===== src/rtl/darkriscv_arb_pkg.sv =====
// Shared types and constants for the darkriscv fetch/data memory arbiter.
package darkriscv_arb_pkg;

  typedef enum logic [1:0] {
    IDLE,
    D_ACC,
    I_ACC,
    REL
  } arb_state_e;

  localparam int unsigned DLEN_B = 0;
  localparam int unsigned DLEN_H = 1;
  localparam int unsigned DLEN_W = 2;

  localparam logic [31:0] NOP_INSN = 32'h0000_0013;
  localparam logic [31:0] ERR_DATA = 32'hFFFF_FFFF;

endpackage


===== src/rtl/darkriscv_lane_ctl.sv =====
// Byte-enable, store-lane replication and misalignment decode for one data access.
module darkriscv_lane_ctl (
  input  logic [1:0]  addr_lo,
  input  logic [2:0]  dlen,
  input  logic [31:0] datao,
  output logic [3:0]  be,
  output logic [31:0] wdata,
  output logic        misalign
);
  import darkriscv_arb_pkg::*;

  logic onehot;

  always_comb begin
    onehot   = $onehot(dlen);
    be       = 4'hF;
    wdata    = datao;
    misalign = |addr_lo;
    // Any size code that is not one-hot falls through to word.
    if (onehot && dlen[DLEN_B]) begin
      be       = 4'b0001 << addr_lo;
      wdata    = {4{datao[7:0]}};
      misalign = 1'b0;
    end else if (onehot && dlen[DLEN_H]) begin
      be       = addr_lo[1] ? 4'b1100 : 4'b0011;
      wdata    = {2{datao[15:0]}};
      misalign = addr_lo[0];
    end
  end

endmodule


===== src/rtl/darkriscv_mem_arbiter.sv =====
// Arbitrates one req/ack memory between darkriscv fetch and data ports; data first, core held via HLT.
module darkriscv_mem_arbiter #(
  parameter int unsigned TIMEOUT  = 16,
  parameter logic [31:0] NOP_INSN = darkriscv_arb_pkg::NOP_INSN,
  parameter logic [31:0] ERR_DATA = darkriscv_arb_pkg::ERR_DATA
) (
  input  logic        CLK,
  input  logic        RES,
  input  logic [31:0] IADDR,
  output logic [31:0] IDATA,
  input  logic [31:0] DADDR,
  input  logic [31:0] DATAO,
  input  logic [2:0]  DLEN,
  input  logic        DRD,
  input  logic        DWR,
  output logic [31:0] DATAI,
  output logic        HLT,
  output logic        MREQ,
  output logic        MWE,
  output logic [31:0] MADDR,
  output logic [31:0] MWDATA,
  output logic [3:0]  MBE,
  input  logic [31:0] MRDATA,
  input  logic        MACK,
  output logic        BERR
);
  import darkriscv_arb_pkg::*;

  localparam int unsigned CNT_W = (TIMEOUT > 1) ? $clog2(TIMEOUT) : 1;

  arb_state_e        state_q, state_d;
  logic              hlt_q, hlt_d;
  logic              mreq_q, mreq_d;
  logic              mwe_q, mwe_d;
  logic [3:0]        mbe_q, mbe_d;
  logic [31:0]       maddr_q, maddr_d;
  logic [31:0]       mwdata_q, mwdata_d;
  logic [31:0]       idata_q, idata_d;
  logic [31:0]       datai_q, datai_d;
  logic              berr_q, berr_d;
  logic [CNT_W-1:0]  cnt_q, cnt_d;
  logic [31:2]       iaddr_q, iaddr_d;
  logic              drd_q, drd_d;

  logic [3:0]  lane_be;
  logic [31:0] lane_wdata;
  logic        lane_misalign;
  logic        acked, expired, start_fetch;
  logic [31:2] fetch_addr;
  logic        unused_iaddr_lo;

  assign unused_iaddr_lo = ^IADDR[1:0];

  darkriscv_lane_ctl u_lane (
    .addr_lo  (DADDR[1:0]),
    .dlen     (DLEN),
    .datao    (DATAO),
    .be       (lane_be),
    .wdata    (lane_wdata),
    .misalign (lane_misalign)
  );

  always_comb begin
    state_d     = state_q;
    hlt_d       = hlt_q;
    mreq_d      = mreq_q;
    mwe_d       = mwe_q;
    mbe_d       = mbe_q;
    maddr_d     = maddr_q;
    mwdata_d    = mwdata_q;
    idata_d     = idata_q;
    datai_d     = datai_q;
    berr_d      = 1'b0;
    cnt_d       = cnt_q;
    iaddr_d     = iaddr_q;
    drd_d       = drd_q;
    start_fetch = 1'b0;

    acked      = mreq_q && MACK;
    expired    = (TIMEOUT != 0) && mreq_q && !MACK && (cnt_q == CNT_W'(TIMEOUT - 1));
    fetch_addr = (state_q == IDLE) ? IADDR[31:2] : iaddr_q;

    if (mreq_q && !MACK) cnt_d = cnt_q + CNT_W'(1);

    unique case (state_q)
      IDLE: begin
        hlt_d   = 1'b1;
        iaddr_d = IADDR[31:2];
        if ((DRD || DWR) && !lane_misalign) begin
          state_d  = D_ACC;
          mreq_d   = 1'b1;
          mwe_d    = DWR;
          mbe_d    = lane_be;
          mwdata_d = lane_wdata;
          maddr_d  = {DADDR[31:2], 2'b00};
          drd_d    = DRD && !DWR;
          cnt_d    = '0;
        end else begin
          // A misaligned access is reported and skipped; the fetch still goes out.
          if (DRD || DWR) begin
            berr_d = 1'b1;
            if (DRD && !DWR) datai_d = ERR_DATA;
          end
          start_fetch = 1'b1;
        end
      end
      D_ACC: begin
        if (acked || expired) begin
          if (drd_q) datai_d = acked ? MRDATA : ERR_DATA;
          berr_d      = expired;
          start_fetch = 1'b1;
        end
      end
      I_ACC: begin
        if (acked || expired) begin
          idata_d = acked ? MRDATA : NOP_INSN;
          berr_d  = expired;
          mreq_d  = 1'b0;
          mwe_d   = 1'b0;
          hlt_d   = 1'b0;
          state_d = REL;
        end
      end
      REL: begin
        hlt_d   = 1'b1;
        state_d = IDLE;
      end
      default: state_d = IDLE;
    endcase

    // Fetch is loaded directly into the request registers so it follows a data access with no gap.
    if (start_fetch) begin
      state_d = I_ACC;
      mreq_d  = 1'b1;
      mwe_d   = 1'b0;
      mbe_d   = 4'hF;
      maddr_d = {fetch_addr, 2'b00};
      cnt_d   = '0;
    end
  end

  always_ff @(posedge CLK) begin
    if (RES) begin
      state_q  <= IDLE;
      hlt_q    <= 1'b1;
      mreq_q   <= 1'b0;
      mwe_q    <= 1'b0;
      mbe_q    <= '0;
      maddr_q  <= '0;
      mwdata_q <= '0;
      idata_q  <= '0;
      datai_q  <= '0;
      berr_q   <= 1'b0;
      cnt_q    <= '0;
      iaddr_q  <= '0;
      drd_q    <= 1'b0;
    end else begin
      state_q  <= state_d;
      hlt_q    <= hlt_d;
      mreq_q   <= mreq_d;
      mwe_q    <= mwe_d;
      mbe_q    <= mbe_d;
      maddr_q  <= maddr_d;
      mwdata_q <= mwdata_d;
      idata_q  <= idata_d;
      datai_q  <= datai_d;
      berr_q   <= berr_d;
      cnt_q    <= cnt_d;
      iaddr_q  <= iaddr_d;
      drd_q    <= drd_d;
    end
  end

  assign IDATA  = idata_q;
  assign DATAI  = datai_q;
  assign HLT    = hlt_q;
  assign MREQ   = mreq_q;
  assign MWE    = mwe_q;
  assign MADDR  = maddr_q;
  assign MWDATA = mwdata_q;
  assign MBE    = mbe_q;
  assign BERR   = berr_q;

endmodule


===== config.mk =====
export PLATFORM = sky130hd
export DESIGN_NAME = darkriscv_mem_arbiter
export DESIGN_NICKNAME = d
export VERILOG_FILES = /design/src/rtl/darkriscv_arb_pkg.sv /design/src/rtl/darkriscv_lane_ctl.sv /design/src/rtl/darkriscv_mem_arbiter.sv
export SDC_FILE = /design/constraint.sdc
export NUM_CORES = 1
export LEC_CHECK = 0
export CAP_MARGIN = 20
export CORE_UTILIZATION = 44
export CTS_CLUSTER_DIAMETER = 100
export DETAILED_ROUTE_END_ITERATION = 7
export GPL_TIMING_DRIVEN = 0
export PLACE_DENSITY = 0.83
export SYNTH_ARGS = -nofsm -noshare
export SYNTH_HDL_FRONTEND = slang
export SYNTH_SLANG_ARGS = --single-unit

===== constraint.sdc =====
create_clock -name CLK -period 2.7 [get_ports CLK]
set_input_delay 0.27 -clock CLK [delete_from_list [all_inputs] [get_ports CLK]]
set_output_delay 0.27 -clock CLK [all_outputs]
set_load 0.02 [all_outputs]

# ---- Word-level counts from Yosys, hierarchy flattened
# Cells that the tools add are included.
dict set report totals {
  ff_bits 171
  inputBits 136
  out_inout_bits 136
}
dict set report op_classes {
  n_addsub 3
  n_eq_ne 14
  shifts 1
  n_mux 43
  n_reduce_logical 34
}
# op n
set op_table {}
lappend op_table {{2-to-1 mux 32 bit} 12}
lappend op_table {{one-hot mux 32 bit (2 select lines)} 1}
lappend op_table {{2-to-1 mux 4 bit} 9}
lappend op_table {{2-to-1 mux 30 bit} 1}
lappend op_table {{AND reduction 3 bit} 4}
lappend op_table {{2-to-1 mux 1 bit} 11}
lappend op_table {{one-hot mux 1 bit (2 select lines)} 5}
lappend op_table {{nonzero test 2 bit} 5}
lappend op_table {{inequality test 2 bit, second input constant} 4}
lappend op_table {{AND reduction 2 bit} 4}
lappend op_table {{OR reduction 2 bit} 4}
lappend op_table {{logical AND 1 bit} 7}
lappend op_table {{2-to-1 mux 2 bit} 3}
lappend op_table {{inequality test 2 x 1 -> 1 bit, second input constant} 3}
lappend op_table {{one-hot mux 2 bit (3 select lines)} 1}
lappend op_table {{AND reduction 6 bit} 1}
lappend op_table {{nonzero test 3 bit} 2}
lappend op_table {{adder 4 x 1 -> 4 bit, second input constant} 1}
lappend op_table {{equality test 2 x 1 -> 1 bit, second input constant} 2}
lappend op_table {{equality test 2 bit, second input constant} 2}
lappend op_table {{equality test 4 bit, second input constant} 1}
lappend op_table {{nonzero test 4 bit} 1}
lappend op_table {{<< shifter 1 x 2 -> 4 bit, first input constant} 1}
lappend op_table {{zero test 1 bit} 3}
lappend op_table {{6 further kinds} 7}

# ---- Logic depth before layout (Yosys ltp)
dict set report depth {
  depth_word 12
  ltp_mapped 10
  mapped_depth_nobuf 7
}

# ---- Cells and area by module
# Synthesis repeated with hierarchy kept, for this count alone.
dict set report unflattened {
  cells_unflattened 718
  area_unflattened_um2 7405.9
}
# module n_inst cells_each area_per_inst_um2
set modules_own_cells {}
lappend modules_own_cells {darkriscv_mem_arbiter 1 625 6749.0}
lappend modules_own_cells {darkriscv_lane_ctl 1 93 656.9}

# ---- Worst setup path before layout
# OpenSTA, ideal clock, no wires.
dict set report synth_path {
  path_kind {input to register}
  start {input DLEN[0]}
  end {register datai_q[10] (netlist: DATAI[10])}
  t_arrival_ns 2.055
  required_ns 2.619
  setup_slack_ns 0.564
  cell_stages 8
  n_path_buf 1
  cell_sequence {inv_1 -> fa_1 -> nor2b_1 -> o21a_2 -> o41ai_4 -> clkbuf_1 -> a21oi_1 -> a211oi_2}
}
dict set report synth_between {
  elab_chain_len 10
  word_cells_on_any_way 11
  classes_between {add/sub: 2; eq/ne: 2; mux: 2; reduce/logical: 5}
}
# item line_no
set synth_rtl {}
lappend synth_rtl {{start, declared} darkriscv_mem_arbiter.sv:13} ;# input logic [2:0] DLEN,
lappend synth_rtl {{adder 1 x 1 -> 2 bit (not written as such)} darkriscv_lane_ctl.sv:15} ;# onehot = $onehot(dlen);
lappend synth_rtl {{adder 2 x 1 -> 2 bit (not written as such)} darkriscv_lane_ctl.sv:15}
lappend synth_rtl {{equality test 2 x 1 -> 1 bit} darkriscv_lane_ctl.sv:15}
lappend synth_rtl {{logical AND 1 bit} darkriscv_lane_ctl.sv:24} ;# end else if (onehot && dlen[DLEN_H]) begin
lappend synth_rtl {{2-to-1 mux 1 bit} darkriscv_lane_ctl.sv:24}
lappend synth_rtl {{2-to-1 mux 1 bit *} darkriscv_lane_ctl.sv:20} ;# if (onehot && dlen[DLEN_B]) begin
lappend synth_rtl {{zero test 1 bit *} darkriscv_mem_arbiter.sv:89} ;# if ((DRD || DWR) && !lane_misalign) begin
lappend synth_rtl {{logical AND 1 bit *} darkriscv_mem_arbiter.sv:89}
lappend synth_rtl {{inequality test 2 bit (no line) *} --}
lappend synth_rtl {{AND reduction 6 bit (no line) *} --}
lappend synth_rtl {{end signal, assigned} darkriscv_mem_arbiter.sv:166} ;# datai_q <= datai_d;
lappend synth_rtl {{end, declared} darkriscv_mem_arbiter.sv:39} ;# logic [31:0] datai_q, datai_d;
# Every way passes the cells marked *; elsewhere a longest branch is shown, timed or not.
# A chain may end at the register's enable or synchronous reset.

# ---- Final worst setup path
dict set report layout_path {
  start {input DLEN[0]}
  end {register mwdata_q[29] (netlist: MWDATA[29])}
}
dict set report layout_between {
  elab_chain_len 9
  word_cells_on_any_way 12
  classes_between {add/sub: 2; eq/ne: 1; mux: 4; reduce/logical: 5}
}
# item line_no
set layout_rtl {}
lappend layout_rtl {{adder 1 x 1 -> 2 bit (not written as such)} darkriscv_lane_ctl.sv:15}
lappend layout_rtl {{adder 2 x 1 -> 2 bit (not written as such)} darkriscv_lane_ctl.sv:15}
lappend layout_rtl {{equality test 2 x 1 -> 1 bit} darkriscv_lane_ctl.sv:15}
lappend layout_rtl {{logical AND 1 bit} darkriscv_lane_ctl.sv:24}
lappend layout_rtl {{2-to-1 mux 1 bit} darkriscv_lane_ctl.sv:24}
lappend layout_rtl {{2-to-1 mux 1 bit} darkriscv_lane_ctl.sv:20}
lappend layout_rtl {{zero test 1 bit} darkriscv_mem_arbiter.sv:89}
lappend layout_rtl {{logical AND 1 bit} darkriscv_mem_arbiter.sv:89}
lappend layout_rtl {{AND reduction 2 bit (no line)} --}
lappend layout_rtl {{end signal, assigned} darkriscv_mem_arbiter.sv:164} ;# mwdata_q <= mwdata_d;
lappend layout_rtl {{end, declared} darkriscv_mem_arbiter.sv:37} ;# logic [31:0] mwdata_q, mwdata_d;
# Several ways; a longest one is shown, not always the timed one.

==> metrics <==
run status finished, final reports clean; worst path cell trace clkdlybuf4s50_1 > inv_1 > fa_1 > nor2b_1 > o21a_2 > o21ai_2 > clkbuf_1 > nand2_1 > a21oi_1; fin crit share between 90% and 100%; Synth area leaders dfxtp_1 48%, mux2i_1 6.7%, a21oi_1 6.0%, nor2_1 5.9%, a211oi_2 5.3%; CP Launch Type input port; reg-to-reg critical path endpoint MADDR[27]$_SDFFE_PP0P_; Synth cell types between 50 and 60; # IOs between 200 and 300; Final Hold Fails 0; Critical Path RT approximately 3000 ps; pwr dens ~1100 nW/um2; share of layout cells above drive strength 1 under 10%; CTS tree done; Post-DP HPWL about 17000 um; CTS max path bufs 2; Antenna diodes 0; Max Freq 397 MHz; H-tree Lvls 4; Final Skew 7.93 ps; Final Net Count roughly 1200; most frequent cells in the layout 266 x clkdlybuf4s50_1, 171 x dfxtp_1, 113 x nor2_1; Site Rows 46; Post-Synth Simple-Gate Area 15.5%; Ys Warns 0; Slew @ Worst Pin 775 ps; HP Class input port to register; pre-CTS WS -537 ps; worst reg2reg setup slack 390 ps; top cell type's share of synthesized area 48.0%; CP peak stage delay ~570 ps; Yosys top cell by area dfxtp_1; Worst Hold Launch MRDATA[1]; Final WS setup 184 ps; via/cell ratio 5.19; CP max FO 10; Final Cell Area about 11000 um2; delay-heaviest family, CP buffers and inverters; Synth Area in Compound Gates between 20% and 30%; GPL Wtd Cong approximately 0.90; die width roughly 130 um; most common cell after layout, fill and taps aside clkdlybuf4s50_1; EDFF count, synth 0; Post-Syn Instances 798; synthesized flop and latch total between 150 and 200; total global routing overflow 0; Syn Area/Cell a little under 9 um2; MaxCap Viol Count 0; gr usage total 26.4%; main combinational cell family by area after synthesis compound AO/OA/AOI/OAI gates; final WL between 20000 and 25000 um; sequential fraction of the synthesis area between 40% and 50%; starting density of the core 45.1%; Reg-to-Reg Start cnt_q[0]$_SDFF_PP0_; Slew HR 48.4%; Post-synth top flop dfxtp_1; Routed WL per cell around 17 um; filler cell count 1314; Clock transition at path regs about 60 ps; worst-skew pair later-pin latency around 420 ps; vias in the first global route around 6500; initial DRC count 335; CP Class input port to register; Area growth syn-to-layout 49.9%; CTS Buf Count 17; die height ~130 um; Leak between 4 and 5 nW; first-pass GRT wire length about 34000 um; data arrival time of the critical path approximately 2900 ps; Setup crit end kind register; clk sinks about 170; mux contribution to synthesized area 6.73%; initial antenna violation count 0; xor/xnor cell area share of the yosys netlist less than 1%; minimum clock period 2520 ps; Worst R2R Path Depth 8; Worst path slowest cell fa_1; Worst VDD drop about 0.00055 V; Worst Path Buf+Inv 3; largest net degree at the start of global routing 17; Port Buffers ~270; adder-cell share of the synthesized area under 10%; CTS root buf clkbuf_16; Endpoint, Worst Hold IDATA[1]$_SDFFE_PP0P_; Final Setup Violations 0; hold-fix buffers at CTS 0; ys async rst share 0%; drt first pass iters 5; WHS Path Cells 3; number of remaining DRC errors 0; Routed Antenna Nets 0; Slew Viols, Final 0; Mapped Area around 7100 um2; Core Box Area about 16000 um2; die area ~17000 um2; DP Area a little over 10000 um2; vias a little under 7000
-- worst max path at each step --
stage,from,end,slack [ps],cells after the start
after floorplan,DLEN[0],DATAI[10]$_SDFFE_PP0P_,560,8
after global placement,DLEN[0],MWDATA[31]$_SDFFE_PP0P_,-460,11
after detailed placement,DLEN[0],MADDR[27]$_SDFFE_PP0P_,-540,10
after CTS,DLEN[0],DATAI[13]$_SDFFE_PP0P_,10,9
after global routing,DLEN[0],MWDATA[26]$_SDFFE_PP0P_,-20,9
final,DLEN[0],MWDATA[29]$_SDFFE_PP0P_,180,9
-- layout make-up --
| type | count | area (um2) | area share (%) |
|---|---|---|---|
| well taps | 216 | 270 | 2.53 |
| flip-flops and latches | 171 | 3420 | 32.0 |
| clock inverters | 8 | 106 | 0.994 |
| plain buffers | 66 | 330 | 3.09 |
| inverters | 12 | 45.0 | 0.421 |
| clock buffers | 24 | 502 | 4.69 |
| multi-input cells | 549 | 3350 | 31.3 |
| repair buffers | 267 | 2670 | 25.0 |
-- flip-flops by register name (all words and copies together), names as in the netlist --
signal / flops
cnt_q: 4
state_q: 2
drd_q: 1
MWE: 1
DATAI: 32
MBE: 4
HLT: 1
IDATA: 32
BERR: 1
MREQ: 1
MWDATA: 32
iaddr_q: 30
MADDR: 30
-- what timing repair did --
item                                    4_1_cts  5_1_grt
pin swaps                                     0        0
buffers inserted                              0        1
endpoints found under the setup margin       45       74
gates resized for setup                       3        7
-- Yosys cell counts, drive strengths merged, types with 3 or more instances --
| library cell | instances |
|---|---|
| a211oi | 44 |
| a21oi | 86 |
| a22oi | 29 |
| a311oi | 8 |
| and3 | 3 |
| buf | 17 |
| clkbuf | 50 |
| dfxtp | 171 |
| ha | 7 |
| inv | 12 |
| mux2i | 48 |
| nand2 | 87 |
| nor2 | 113 |
| nor2b | 34 |
| nor3 | 6 |
| o21a | 3 |
| o21ai | 44 |
| o31ai | 3 |
-- worst reg2reg max path: cells and delay by family (launching register included) --
family,cells,cell delay [ps]
buffers and inverters,3,940
flip-flops,1,370
AO/OA/AOI/OAI,2,370
adder cells (fa/ha/maj),1,220
AND/OR/NAND/NOR,2,300
-- where the power goes --
group          internal, W  switching [W]
logic              0.00239        0.00297
clock network      0.00150        0.00102
registers          0.00327       0.000399
total              0.00715        0.00440
-- through the flow --
step | util [%] | hold WS, ps | total power (W) | TNS, ps | instances
4_1_cts | 67.5 | 431 | 0.0116 | 0 | 1312
3_3_place_gp | 63.6 | 442 | 0.00895 | -36410 | 1281
5_1_grt | 67.6 | 455 | 0.0122 | -41.1 | 1313
3_5_place_dp | 63.6 | 446 | 0.00906 | -41210 | 1281
2_1_floorplan | - | 405 | 0.00692 | 0 | 799
6_report | 67.6 | 439 | 0.0115 | 0 | 1313
-- kinds of logic after synthesis --
| group | after synthesis |
|---|---|
| other cells | 1 |
| xor+xnor | 3 |
| compound gates | 232 |
| simple gates | 256 |
| mux | 48 |
| fa+ha+maj | 8 |
| buf+inv | 79 |
| flops | 171 |
-- metal layers --
layer  track usage [%]  wire [um]  vias to the layer above
li1                  -          -                     3341
met1              31.2       8910                     3167
met2              44.9      10500                      270
met3              8.38       1940                       39
met4              9.34        501                        0
met5                 0          0                        -
No activity file was read; power rests on OpenSTA's default activity.
